File: src/rtl/max7219_pkg.sv
// Shared constants, register image type and frame decode for the MAX7219 receiver.
package max7219_pkg;

  localparam int unsigned FRAME_BITS = 16;
  localparam int unsigned CNT_W      = 5;
  localparam logic [CNT_W-1:0] CNT_MAX = 5'd31;

  localparam logic [3:0] ADDR_NOOP      = 4'h0;
  localparam logic [3:0] ADDR_DIGIT0    = 4'h1;
  localparam logic [3:0] ADDR_DIGIT1    = 4'h2;
  localparam logic [3:0] ADDR_DIGIT2    = 4'h3;
  localparam logic [3:0] ADDR_DIGIT3    = 4'h4;
  localparam logic [3:0] ADDR_DIGIT4    = 4'h5;
  localparam logic [3:0] ADDR_DIGIT5    = 4'h6;
  localparam logic [3:0] ADDR_DIGIT6    = 4'h7;
  localparam logic [3:0] ADDR_DIGIT7    = 4'h8;
  localparam logic [3:0] ADDR_DECODE    = 4'h9;
  localparam logic [3:0] ADDR_INTENSITY = 4'hA;
  localparam logic [3:0] ADDR_SCANLIM   = 4'hB;
  localparam logic [3:0] ADDR_SHUTDOWN  = 4'hC;
  localparam logic [3:0] ADDR_TEST      = 4'hF;

  // Power-up values of the mirrored register file
  localparam logic [7:0] DIGIT_RST     = 8'h00;
  localparam logic [7:0] DECODE_RST    = 8'h00;
  localparam logic [3:0] INTENSITY_RST = 4'h0;
  localparam logic [2:0] SCANLIM_RST   = 3'h0;
  localparam logic       SHUTDOWN_RST  = 1'b0;
  localparam logic       TEST_RST      = 1'b0;

  typedef enum logic {
    ST_IDLE  = 1'b0,
    ST_SHIFT = 1'b1
  } state_t;

  typedef struct packed {
    logic [7:0][7:0] digit;
    logic [7:0]      decode_mode;
    logic [3:0]      intensity;
    logic [2:0]      scan_limit;
    logic            shutdown_n;
    logic            test_mode;
  } regs_t;

  localparam regs_t REGS_RST = '{
    digit:       {8{DIGIT_RST}},
    decode_mode: DECODE_RST,
    intensity:   INTENSITY_RST,
    scan_limit:  SCANLIM_RST,
    shutdown_n:  SHUTDOWN_RST,
    test_mode:   TEST_RST
  };

  // Apply one latched frame to the register image; unknown addresses are no-ops
  function automatic regs_t apply_frame(input regs_t r, input logic [3:0] addr,
                                        input logic [7:0] data);
    regs_t n;
    n = r;
    case (addr)
      ADDR_DIGIT0, ADDR_DIGIT1, ADDR_DIGIT2, ADDR_DIGIT3,
      ADDR_DIGIT4, ADDR_DIGIT5, ADDR_DIGIT6, ADDR_DIGIT7:
        n.digit[3'(addr - 4'h1)] = data;
      ADDR_DECODE:    n.decode_mode = data;
      ADDR_INTENSITY: n.intensity   = data[3:0];
      ADDR_SCANLIM:   n.scan_limit  = data[2:0];
      ADDR_SHUTDOWN:  n.shutdown_n  = data[0];
      ADDR_TEST:      n.test_mode   = data[0];
      ADDR_NOOP:      n = r;
      default:        n = r;
    endcase
    return n;
  endfunction

endpackage

File: src/rtl/max7219_sync_edge.sv
// Multi-flop synchronizer with one extra flop for edge detection.
module max7219_sync_edge #(
  parameter int unsigned SYNC_STAGES = 2
) (
  input  logic sys_clk,
  input  logic _rst,
  input  logic d_in,
  output logic level,
  output logic rise_c,
  output logic fall_c
);

  logic [SYNC_STAGES-1:0] sync_q, sync_d;
  logic                   edge_q, edge_d;

  // Next values: shift the raw input in, remember the previous synced level
  always_comb begin
    sync_d = {sync_q[SYNC_STAGES-2:0], d_in};
    edge_d = sync_q[SYNC_STAGES-1];
  end

  // Synchronizer and edge-detect flops
  always_ff @(posedge sys_clk or negedge _rst) begin
    if (!_rst) begin
      sync_q <= '0;
      edge_q <= 1'b0;
    end else begin
      sync_q <= sync_d;
      edge_q <= edge_d;
    end
  end

  assign level  = sync_q[SYNC_STAGES-1];
  assign rise_c = sync_q[SYNC_STAGES-1] & ~edge_q;
  assign fall_c = ~sync_q[SYNC_STAGES-1] & edge_q;

endmodule

File: src/rtl/max7219_rx.sv
// MAX7219 bus receiver: frames CS/CLK/Din into 16-bit words and mirrors the register file.
module max7219_rx #(
  parameter int unsigned SYNC_STAGES = 2,
  parameter int unsigned FRAME_BITS  = max7219_pkg::FRAME_BITS
) (
  input  logic        sys_clk,
  input  logic        _rst,
  input  logic        CS,
  input  logic        CLK,
  input  logic        Din,
  output logic        frame_valid,
  output logic [3:0]  frame_addr,
  output logic [7:0]  frame_data,
  output logic        frame_err,
  output logic [63:0] digit_bus,
  output logic [7:0]  decode_mode,
  output logic [3:0]  intensity,
  output logic [2:0]  scan_limit,
  output logic        shutdown_n,
  output logic        test_mode
);

  import max7219_pkg::*;

  logic cs_lvl, cs_rise_c, cs_fall_c;
  logic clk_lvl, clk_rise_c, clk_fall_c;
  logic din_lvl, din_rise_c, din_fall_c;
  logic unused_sync;

  max7219_sync_edge #(.SYNC_STAGES(SYNC_STAGES)) u_sync_cs (
    .sys_clk (sys_clk),
    ._rst    (_rst),
    .d_in    (CS),
    .level   (cs_lvl),
    .rise_c  (cs_rise_c),
    .fall_c  (cs_fall_c)
  );

  max7219_sync_edge #(.SYNC_STAGES(SYNC_STAGES)) u_sync_clk (
    .sys_clk (sys_clk),
    ._rst    (_rst),
    .d_in    (CLK),
    .level   (clk_lvl),
    .rise_c  (clk_rise_c),
    .fall_c  (clk_fall_c)
  );

  // Din goes through the same depth so it lines up with its CLK edge
  max7219_sync_edge #(.SYNC_STAGES(SYNC_STAGES)) u_sync_din (
    .sys_clk (sys_clk),
    ._rst    (_rst),
    .d_in    (Din),
    .level   (din_lvl),
    .rise_c  (din_rise_c),
    .fall_c  (din_fall_c)
  );

  assign unused_sync = ^{cs_lvl, clk_lvl, clk_fall_c, din_rise_c, din_fall_c};

  state_t                state_q, state_d;
  logic [FRAME_BITS-1:0] shift_q, shift_d;
  logic [CNT_W-1:0]      cnt_q, cnt_d;
  regs_t                 regs_q, regs_d;
  logic [3:0]            addr_q, addr_d;
  logic [7:0]            data_q, data_d;
  logic                  valid_q, valid_d;
  logic                  err_q, err_d;

  // State register
  always_ff @(posedge sys_clk or negedge _rst) begin
    if (!_rst) state_q <= ST_IDLE;
    else       state_q <= state_d;
  end

  // Next state: CS low frames a transfer
  always_comb begin
    state_d = state_q;
    case (state_q)
      ST_IDLE:  if (cs_fall_c) state_d = ST_SHIFT;
      ST_SHIFT: if (cs_rise_c) state_d = ST_IDLE;
      default:  state_d = ST_IDLE;
    endcase
  end

  // Datapath: shift on CLK rise, latch or flag error on CS rise
  always_comb begin
    shift_d = shift_q;
    cnt_d   = cnt_q;
    regs_d  = regs_q;
    addr_d  = addr_q;
    data_d  = data_q;
    valid_d = 1'b0;
    err_d   = 1'b0;
    case (state_q)
      ST_IDLE: begin
        if (cs_fall_c) begin
          shift_d = '0;
          cnt_d   = '0;
        end
      end
      ST_SHIFT: begin
        if (cs_rise_c) begin
          // A CLK edge coincident with CS rise is dropped
          if (cnt_q >= CNT_W'(FRAME_BITS)) begin
            addr_d  = shift_q[11:8];
            data_d  = shift_q[7:0];
            regs_d  = apply_frame(regs_q, shift_q[11:8], shift_q[7:0]);
            valid_d = 1'b1;
          end else begin
            err_d = 1'b1;
          end
        end else if (clk_rise_c) begin
          shift_d = {shift_q[FRAME_BITS-2:0], din_lvl};
          cnt_d   = (cnt_q == CNT_MAX) ? cnt_q : cnt_q + CNT_W'(1);
        end
      end
      default: ;
    endcase
  end

  // Datapath and output registers
  always_ff @(posedge sys_clk or negedge _rst) begin
    if (!_rst) begin
      shift_q <= '0;
      cnt_q   <= '0;
      regs_q  <= REGS_RST;
      addr_q  <= '0;
      data_q  <= '0;
      valid_q <= 1'b0;
      err_q   <= 1'b0;
    end else begin
      shift_q <= shift_d;
      cnt_q   <= cnt_d;
      regs_q  <= regs_d;
      addr_q  <= addr_d;
      data_q  <= data_d;
      valid_q <= valid_d;
      err_q   <= err_d;
    end
  end

  assign frame_valid = valid_q;
  assign frame_err   = err_q;
  assign frame_addr  = addr_q;
  assign frame_data  = data_q;
  assign digit_bus   = regs_q.digit;
  assign decode_mode = regs_q.decode_mode;
  assign intensity   = regs_q.intensity;
  assign scan_limit  = regs_q.scan_limit;
  assign shutdown_n  = regs_q.shutdown_n;
  assign test_mode   = regs_q.test_mode;

endmodule

File: config.mk
export PLATFORM = sky130hd
export DESIGN_NAME = max7219_rx
export DESIGN_NICKNAME = d
export VERILOG_FILES = /design/src/rtl/max7219_pkg.sv /design/src/rtl/max7219_sync_edge.sv /design/src/rtl/max7219_rx.sv
export SDC_FILE = /design/constraint.sdc
export NUM_CORES = 1
export LEC_CHECK = 0
export BUFFER_PORTS_ARGS = -buffer_cell sky130_fd_sc_hd__buf_2
export CAP_MARGIN = 30
export CORE_ASPECT_RATIO = 1.75
export CORE_MARGIN = 10
export CORE_UTILIZATION = 30
export DETAILED_ROUTE_END_ITERATION = 12
export PLACE_DENSITY_LB_ADDON = 0.2
export REMOVE_ABC_BUFFERS = 1
export SLEW_MARGIN = 20
export SYNTH_ARGS = -nofsm -noshare
export SYNTH_HDL_FRONTEND = slang
export SYNTH_HIERARCHICAL = 1
export SYNTH_SLANG_ARGS = --single-unit
File: constraint.sdc
create_clock -name sys_clk -period 2.1 [get_ports sys_clk]
set_input_delay 0.42 -clock sys_clk [delete_from_list [all_inputs] [get_ports sys_clk]]
set_output_delay 0.42 -clock sys_clk [all_outputs]
set_load 0.01 [all_outputs]
## After elaboration in Yosys (flattened, before gate mapping)

Cells that the tools add are included.

- Register bits: 121
- Input bits: 5
- Word-level logic and storage cells: 87

- Reductions and logical operators: 11
- Mux-type cells: 21
- Equal/unequal tests: 18
- $lt $le $gt $ge: 3
- Add/subtract/negate cells: 2
- Bitwise logic cells: 7

Operators by type and width:

| operator | number |
|---|---|
| $bwmux 64 | 1 |
| $mux 12 | 3 |
| $reduce_and 4->1 | 7 |
| $demux 8 s3 | 1 |
| $eq 4x4->1 const B | 6 |
| $pmux 12 s2 | 1 |
| $mux 5 | 4 |
| $eq 4x3->1 const B | 4 |
| $pmux 5 s2 | 1 |
| $eq 4x2->1 const B | 2 |
| $mux 1 | 8 |
| $mux 8 | 1 |
| $ne 2x2->1 const B | 4 |
| $reduce_or 8->1 | 1 |
| $reduce_and 3->1 | 2 |
| $add 5x1->5 const B | 1 |
| $eq 5x5->1 const B | 1 |
| $ge 5x5->1 const B | 1 |
| $eq 4x1->1 const B | 1 |
| $lt 3x4->1 const B | 1 |
| $not 1->1 | 4 |
| $and 1x1->1 | 3 |
| $ge 3x1->1 const B | 1 |
| $sub 3x1->3 const B | 1 |
| 2 further kinds | 2 |

## Depth between registers and ports, before layout

- Word-level depth: 6
- Gate-level depth with buffers: 7
- Mapped depth without buffers: 7

## Modules after synthesis

The synthesis kept the hierarchy.

Modules (own cells, without submodules):

| module | cells an instance | instances | area each (µm²) | seq. area each (µm²) |
|---|---|---|---|---|
| max7219_rx | 346 | 1 | 4723.3 | 2827.7 |
| max7219_sync_edge | 5 | 3 | 90.1 | 75.1 |

## Least setup slack after synthesis

OpenSTA, ideal clock, no wires.

- Kind: register to register
- Start point: reg shift_q[8]
- End point: reg regs_q, in the netlist digit_bus[33]
- Data required time: 1.975 ns
- Setup time: 0.125 ns
- Data arrival time: 1.991 ns
- Path slack: -0.016 ns
- Stages on the path, launching flop included: 7
- Period minus slack after synthesis: 2.116 ns
- Cell sequence: dfrtp_1 > inv_1 > ha_1 > inv_2 > o32ai_4 > nand2_4 > mux2_4

- Cells in the longest elaborated chain, start to end: 6
- Elaborated cells on any way between the ends: 17

Ends and longest elaborated chain:

| what | RTL line | text |
|---|---|---|
| start: declaration | max7219_rx.sv:61 | `logic [FRAME_BITS-1:0] shift_q, shift_d;` |
| start signal: assignment | max7219_rx.sv:132 | `shift_q <= shift_d;` |
| $sub 3x1->3 | max7219_pkg.sv:62 | `n.digit[3'(addr - 4'h1)] = data;` |
| $lt 3x4->1 (not written as such) / $ge 3x1->1 (equally long branches) | max7219_pkg.sv:62 |  |
| $logic_and 1x1->1 (not written as such) | max7219_pkg.sv:62 |  |
| $mux 8 (not written as such) | max7219_pkg.sv:62 |  |
| $demux 8 s3 | max7219_pkg.sv:62 |  |
| $bwmux 64 | max7219_pkg.sv:62 |  |
| end signal: assignment | max7219_rx.sv:134 | `regs_q <= regs_d;` |
| end: declaration | max7219_rx.sv:63 | `regs_t regs_q, regs_d;` |

Parallel ways exist; a longest one is shown, timed or not.
A chain may end at the register's enable or synchronous reset.

## Final worst setup path

- Start point: reg shift_q[9]
- End point: reg regs_q, in the netlist digit_bus[22]

The elaborated chain is that of the path after synthesis.

==> impl_results.md <==
* Final setup fails at 0
* Die width at 117 microns
* TritonCTS clock tree: done
* CTS Buf Count at 17
* Worst setup EP type: register
* Congestion Overflow GR at 0
* Leak pwr at 0.00357 uW
* Max-Cap Viols at 0
* Met2 usage at 0.220
* First-pass GRT wire length at 19600 microns
* Drt initial violations at 140
* Mapped cell area at 0.00494 sq mm
* Slowest CP cell: dfrtp_1
* Peak VDD IR at 0.394 mV
* Syn Inst Count at 357
* Reg2Reg Depth at 6
* Util after Layout at 0.389
* Drt drc at 0
* Share of layout cells above drive strength 1 at 0.497
* Power Dens Cells at 862 mW/mm^2
* Mean Syn Cell Area at 13.9 sq um
* Final Hold Fails at 0
* Final Worst Setup Slack at 0.117 ns
* WP data arrival at 2.27 ns
* CTS max path bufs at 2
* Root Driver: clkbuf_16
* Initial Util at 0.304
* Post-route ant nets at 0
* All-Layer GR Usage at 0.117
* Die Area at 0.0222 sq mm
* CORE AREA at 0.0163 sq mm
* Period utilization at 0.944
* CP Data Required Time at 2.39 ns
* Wire per inst at 18.3 microns
* Pre-CTS setup slack at -0.0249 ns
* Unrepaired setup endpoints after global routing: false
* Clk_lat worst skew at 0.41 ns
* Total power at 5460 uW
* GPL Wtd Cong at 0.761
* IO Port Bufs at 99
* Startpoint Class: register
* Hold buffer count at CTS at 0
* Number of global-route vias before repair at 3351
* Pins Over Slew Limit at 0
* Post-Route WL at 12500 microns
* Crit-path max cell delay at 0.41 ns
* Drt pass-1 iters at 4
* Reg2Reg Launch Point: shift_q[9]$_DFFE_PN0P_
* Die H at 190 microns
* Met1 Track Usage GR at 0.119
* Htree depth at 4
* Setup TNS Final at 0 ns
* Via count at 3126
* Synth Warn # at 6
* Worst R2R End: digit_bus[22]$_DFFE_PN0P_
* Post-route insts no fill at 681
* Inserted Diodes at 0
* Layout Skew at 0.00926 ns
* F_max at 504 MHz
* Row cnt at 62
* Crit Path Category: register to register
* Area growth, synth to finish at 28.1%
* Crit path buffers/inverters at 2
* # IOs at 100
* Antenna violations before repair at 0
* Worst Hold Class: primary input to async pin
* Max_slew headroom at 0.530
* Via/cell ratio at 4.59
* Least-Margin Pin Slew at 0.705 ns
* CTS clk-pin slew, worst paths at 0.06 ns
* Reg2Reg Setup Slack at 0.12 ns
* Cells along the critical path: inv_1, ha_2, o32ai_4, buf_4, nand2_4, mux2_1
* Worst-path fanout max at 8
* Hpwl dp at 8820 microns
* Met3 usage in global routing at 0.0315
* Clock Sinks at 121
* Worst path top cell family by delay: flip-flops
* Layout Nets at 488
* Gr busiest metal: met2
* Largest net degree at the start of global routing at 122
* Inst Count DP at 645
* Tmin final at 1.98 ns
* Status: complete, no violations
==> how the worst max path moves through the flow <==
| stage | start | to | cells past startpoint |
|---|---|---|---|
| after floorplan | state_q$_DFF_PN0_ | shift_q[0]$_DFFE_PN0P_ | 3 |
| after global placement | shift_q[9]$_DFFE_PN0P_ | digit_bus[8]$_DFFE_PN0P_ | 6 |
| after detailed placement | shift_q[9]$_DFFE_PN0P_ | digit_bus[34]$_DFFE_PN0P_ | 6 |
| after CTS | shift_q[8]$_DFFE_PN0P_ | digit_bus[0]$_DFFE_PN0P_ | 6 |
| after global routing | shift_q[9]$_DFFE_PN0P_ | digit_bus[23]$_DFFE_PN0P_ | 6 |
| final | shift_q[9]$_DFFE_PN0P_ | digit_bus[22]$_DFFE_PN0P_ | 6 |
==> cells in the final DEF (no fill, tap or decap), types with 3 or more instances in the layout <==
cell / instances
buf_2: 98
buf_4: 17
clkbuf_16: 17
clkinv_2: 3
clkinvlp_4: 4
dfrtp_1: 121
ha_1: 6
inv_1: 6
mux2_1: 7
mux2_2: 61
mux2_4: 14
nand2_1: 65
nand2_4: 8
nand3_1: 4
nor2_1: 5
nor2b_1: 3
nor3_4: 3
o21ai_0: 15
==> registers in the layout (all words and copies together) (netlist names) <==
register and flops:
cnt_q 5, decode_mode 8, digit_bus 64, frame_addr 4
frame_data 8, frame_err 1, frame_valid 1, intensity 4
scan_limit 3, shift_q 12, shutdown_n 1, state_q 1
test_mode 1, u_sync_clk/edge_q 1, u_sync_clk/sync_q 2, u_sync_cs/edge_q 1
u_sync_cs/sync_q 2, u_sync_din/sync_q 2
==> cell type report <==
type	count	area [sq um]
clock buffers	21	460
inverters	7	26.3
fillers	1592	9960
flip-flops and latches	121	3030
well taps	192	240
multi-input cells	213	1820
repair buffers	116	638
clock inverters	11	123
==> per-layer routing <==
metal,wire (microns),share of wire
met1,4490,0.36
met2,7260,0.58
met3,551,0.044
met4,169,0.014
met5,0,0
==> per-stage QoR <==
| step | hold WS (ns) | area [sq um] |
|---|---|---|
| finish | 0.0636 | 6330 |
| global route | 0.113 | 6330 |
| CTS | 0.109 | 6300 |
| detailed placement | 0.336 | 5710 |
| global placement | 0.332 | 5710 |
| floorplan | 0.124 | 4860 |
==> power breakdown <==
part	internal [uW]	switching, uW
sequential	2370	101
combinational	52.1	102
clock	1800	1040
==> timing repair <==
item / in CTS / in global routing
setup endpoints to repair: 10 / 48
gates resized for setup: 0 / 2
pin swaps: 1 / 1
buffers inserted: 0 / 4
(Power assumes the default switching activity.)
